File: config.mk
export PLATFORM = sky130hd
export DESIGN_NAME = db_left_pp_ram
export DESIGN_NICKNAME = d
export VERILOG_FILES = /design/src/rtl/db_left_pp_ram.sv
export SDC_FILE = /design/constraint.sdc
export NUM_CORES = 2
export LEC_CHECK = 0
export ABC_CLOCK_PERIOD_IN_PS = 3800
export CORE_ASPECT_RATIO = 0.7
export CORE_MARGIN = 4
export CORE_UTILIZATION = 62
export DETAILED_ROUTE_END_ITERATION = 10
export PLACE_DENSITY = 0.81
export SLEW_MARGIN = 20
export SYNTH_ARGS = -nofsm -noshare
export SYNTH_HDL_FRONTEND = slang
export SYNTH_SLANG_ARGS = --single-unit
File: constraint.sdc
create_clock -name clk -period 3.8 [get_ports clk]
set_input_delay 0.57 -clock clk [delete_from_list [all_inputs] [get_ports clk]]
set_output_delay 0.57 -clock clk [all_outputs]
set_load 0.02 [all_outputs]
File: src/rtl/db_left_pp_ram.sv
// Ping-pong deblocking left-pixel store: two flop banks with per-entry valid bits, byte-masked writes, registered reads.
// Optional `DB_LEFT_PP_RAM_FWD_EN selects write-first forwarding on same-entry read/write; default is read-first.
module db_left_pp_ram #(
    parameter int DATA_WIDTH = 128,
    parameter int ADDR_WIDTH = 4
) (
    input  logic                    clk,
    input  logic                    rst,
    input  logic                    cena_i,
    input  logic                    wena_i,
    input  logic [ADDR_WIDTH-1:0]   addra_i,
    input  logic [DATA_WIDTH/8-1:0] maska_i,
    input  logic [DATA_WIDTH-1:0]   dataa_i,
    input  logic                    cenb_i,
    input  logic                    selb_i,
    input  logic [ADDR_WIDTH-1:0]   addrb_i,
    output logic [DATA_WIDTH-1:0]   datab_o,
    output logic                    validb_o,
    output logic                    hitb_o,
    input  logic                    swap_i,
    output logic                    bank_o
);
    localparam int DEPTH = 1 << ADDR_WIDTH;
    localparam int BYTES = DATA_WIDTH / 8;

    // Entry {b, a} lives at index b*DEPTH + a, so each bank is a contiguous slice.
    logic [DATA_WIDTH-1:0] mem [2*DEPTH];
    logic [2*DEPTH-1:0]    valid;
    logic [2*DEPTH-1:0]    valid_nxt;
    logic                  bank;

    logic                  wr_stb;
    logic                  wr_en;
    logic [ADDR_WIDTH:0]   wr_idx;
    logic                  wr_old_valid;
    logic [DATA_WIDTH-1:0] wr_data;
    logic [ADDR_WIDTH:0]   rd_idx;
    logic [DATA_WIDTH-1:0] rd_data;
    logic                  rd_hit;

    assign wr_stb       = !cena_i && !wena_i;
    assign wr_en        = wr_stb && (|maska_i);
    assign wr_idx       = {bank, addra_i};
    assign wr_old_valid = valid[wr_idx];
    assign rd_idx       = {selb_i ? bank : ~bank, addrb_i};
    assign bank_o       = bank;

    // Unwritten bytes of a stale (invalid) entry are zeroed rather than kept.
    always_comb begin
        for (int i = 0; i < BYTES; i++) begin
            wr_data[i*8 +: 8] = maska_i[i] ? dataa_i[i*8 +: 8]
                                           : (wr_old_valid ? mem[wr_idx][i*8 +: 8] : 8'h00);
        end
    end

    // NOTE: every always_comb output gets a default first so no latch is inferred.
    always_comb begin
        valid_nxt = valid;
        if (swap_i) begin
            if (bank) valid_nxt[0 +: DEPTH]     = '0;
            else      valid_nxt[DEPTH +: DEPTH] = '0;
        end
        if (wr_en) valid_nxt[wr_idx] = 1'b1;
    end

    always_comb begin
        rd_data = mem[rd_idx];
        rd_hit  = valid[rd_idx];
`ifdef DB_LEFT_PP_RAM_FWD_EN
        if (selb_i && wr_stb && (addra_i == addrb_i)) begin
            rd_data = wr_data;
            rd_hit  = wr_old_valid | (|maska_i);
        end
`endif
    end

    // NOTE: storage array has no reset; the valid bits alone define what is readable.
    always_ff @(posedge clk) begin
        if (wr_en) mem[wr_idx] <= wr_data;
    end

    // NOTE: sequential state uses non-blocking assignments only.
    always_ff @(posedge clk) begin
        if (rst) begin
            bank     <= 1'b0;
            valid    <= '0;
            datab_o  <= '0;
            validb_o <= 1'b0;
            hitb_o   <= 1'b0;
        end else begin
            if (swap_i) bank <= ~bank;
            valid    <= valid_nxt;
            validb_o <= !cenb_i;
            if (!cenb_i) begin
                datab_o <= rd_hit ? rd_data : '0;
                hitb_o  <= rd_hit;
            end
        end
    end
endmodule

==> results_dict.tcl <==
set metrics [dict create \
    async_flop_share_pct 0 \
    cts_hold_repair.buffers 0 \
    startpoint_type "input port" \
    fin_crit_ps 3480 \
    via_per_inst 7.25 \
    fin_hold_ws_ps 343 \
    layout_common_cells "4096 x edfxtp_1, 1031 x mux4_2, 567 x buf_4" \
    drcViolationCount 0 \
    die_w_microns 620 \
    cp.arrival_ps 4010 \
    pwr_density_cell_nw_per_um2 510 \
    crit_family "simple AND/OR/NAND/NOR gates" \
    fin_crit_sh_pct 91.6 \
    drt_iter0_drc 16600 \
    dp_slack_ps -530 \
    hold_class "in2reg" \
    slew_viol_final 0 \
    synth_nets 7678 \
    startpoint "maska_i[9]" \
    cp_slowest_cell "clkdlybuf4s50_1" \
    tightest_slew_ps 1090 \
    fp.coreArea_sq_um 261000 \
    rsz0062_at_grt "no" \
    overflow 0 \
    grt_max_degree 97 \
    layout.cells.most_common "edfxtp_1" \
    cts_root_buffer "clkbuf_16" \
    place_congestion 0.869 \
    finClkSkew_ps 65.6 \
    regToRegStartpoint "valid[20]" \
    synth_top_area_share_pct 75.6 \
    final-hold-violation-count 0 \
    drive_gt1_share_pct 28.8 \
    grtUsageTotal_pct 34.6 \
    postCtsSetupRepairBufs 0 \
    path_max_fanout 8 \
    ctsHtreeMaxLevel 5 \
    min_from "addrb_i[3]" \
    fmax_mhz 287 \
    synthesis.area_sq_um 163000 \
    synth.ff_latch_count 4259 \
    critPathKind "in2reg" \
    synth_cells 7519 \
    grt_first_pass_wirelength_microns 668000 \
    start_util_pct 62.3 \
    ir_drop_v 0.000491 \
    area_delta_synth_final_pct 15.0 \
    ant_nets 0 \
    grt_pass1_vias 88800 \
    yosys-top-cells-area "edfxtp_1 76%, mux4_2 14%, a22oi_1 2.4%" \
    yosysSeqAreaShare_pct 77.6 \
    slowest_delay_ps 730 \
    cpMostUsedCell "nor2_1" \
    portBuffers 289 \
    crit_chain "clkdlybuf4s50_1 > nor4_1 > buf_12 > a41oi_1 > nand2_1 > nor2_1 > nand2_2 > buf_4 > nor2_1" \
    clkLatencyLatePin_ps 960 \
    setup_slack_ps 319 \
    ys.flop_type "edfxtp_1" \
    ys_warn_count 0 \
    die-height_microns 437 \
    wl_microns 465000 \
    placed_area_sq_um 175000 \
    first_pass_iters 6 \
    tns_ps 0 \
    use_met3_pct 9.56 \
    slew_headroom_pct 26.9 \
    grt-busiest-layer "met2" \
    synth_top_cell_by_area "edfxtp_1" \
    synth_cell_type_count 38 \
    path_clk_slew_ps 70 \
    cap_violations 0 \
    cp.buffers_inverters 3 \
    num-nets-final 8560 \
    post_drt_wl_per_cell_microns 38.0 \
    p_leak_nw 60.8 \
    met1_usage_pct 48.0 \
    clockBufferDepth 4 \
    antenna_found_initial 21 \
    outcome "finished clean" \
    syn_avg_cell_area_sq_um 21.6 \
    vias 88800 \
    final_core_util_pct 71.6 \
    cts_buffers 373 \
    place_hpwl_microns 268000 \
    gr-usage-met2_pct 52.3 \
    critical_path.endpoint_type "flip-flop" \
    rows 157 \
    synth_edf_count 4096 \
    dieArea_sq_um 271000 \
    finish.instance_area_sq_um 187000 \
    cts_sinks 4259 \
    setup_violations 0 \
    cts_resized 0 \
    cp.required_ps 4330 \
    cts_tree "built" \
    ios 290 \
]
[power breakdown]
group / total, W / internal [W] / switching (W)
Combinational: 0.00563 / 0.00209 / 0.00354
Clock: 0.0379 / 0.0206 / 0.0173
Sequential: 0.0518 / 0.0517 / 0.000170
[logic make-up after synthesis]
kind of cell	Yosys count	share of synthesized area, %
xor gates and xnor gates	2	0.0108
DFF	4259	77.6
buffers and inverters	501	1.41
and+or+nand+nor	1025	3.32
AOI/OAI and AO/OA	684	3.31
muxes	1048	14.4
[registers in the layout (all words and copies together) (netlist names)]
register  flops
datab_o     128
validb_o      1
mem        4096
hitb_o        1
bank_o        1
valid        32
[cells in the mapped netlist, types with 2 or more instances]
library cell / count
a21oi_1: 33
a22o_1: 2
a22oi_1: 517
a32o_1: 128
and2_1: 130
and3_1: 2
buf_1: 121
buf_2: 122
buf_4: 2
buf_6: 32
clkbuf_1: 222
dfxtp_1: 163
edfxtp_1: 4096
mux2i_1: 16
mux4_2: 1031
nand2_1: 73
nand2b_1: 2
nand3_1: 133
nand3b_1: 128
nand4_1: 3
nor2_1: 385
nor2_2: 141
nor2_8: 10
nor2b_1: 4
nor3_1: 3
nor3b_1: 5
nor4_1: 4
[cell type report]
| type | count | area, sq um |
|---|---|---|
| timing repair buffer | 1007 | 10200 |
| inverter | 1 | 3.75 |
| tap | 3498 | 4380 |
| fill | 13800 | 74300 |
| antenna | 29 | 72.6 |
| clock inverter | 216 | 1860 |
| clock buffer | 469 | 10000 |
| multi-input combinational | 2759 | 34400 |
| sequential | 4259 | 126000 |
[tightest hold or removal path: cells and delay by family]
family                 cells  cell delay, ps
AOI/OAI and AO/OA          1             170
and+or+nand+nor            1             160
buffers and inverters      1             200
[path summary, 6_finish.rpt]
check             slack, ps  cells past startpoint          end
setup / recovery        320                      9  mem[25][24]
hold / removal          340                      3   datab_o[8]
setup reg to reg        540                      7  mem[10][37]
hold reg to reg         470                      1  datab_o[16]
[through the flow]
step / cells / total power, W
2_1_floorplan: 7519 / 0.0558
3_3_place_gp: 11500 / 0.0581
3_5_place_dp: 11500 / 0.0582
4_1_cts: 12200 / 0.0953
5_1_grt: 12200 / 0.0978
6_report: 12200 / 0.0954
[routing by layer]
layer	up-vias	wire length [microns]
met2	8683	218000
li1	33400	-
met1	45200	151000
met4	32	26000
met3	1444	69300
met5	-	271
(Power assumes the default switching activity.)
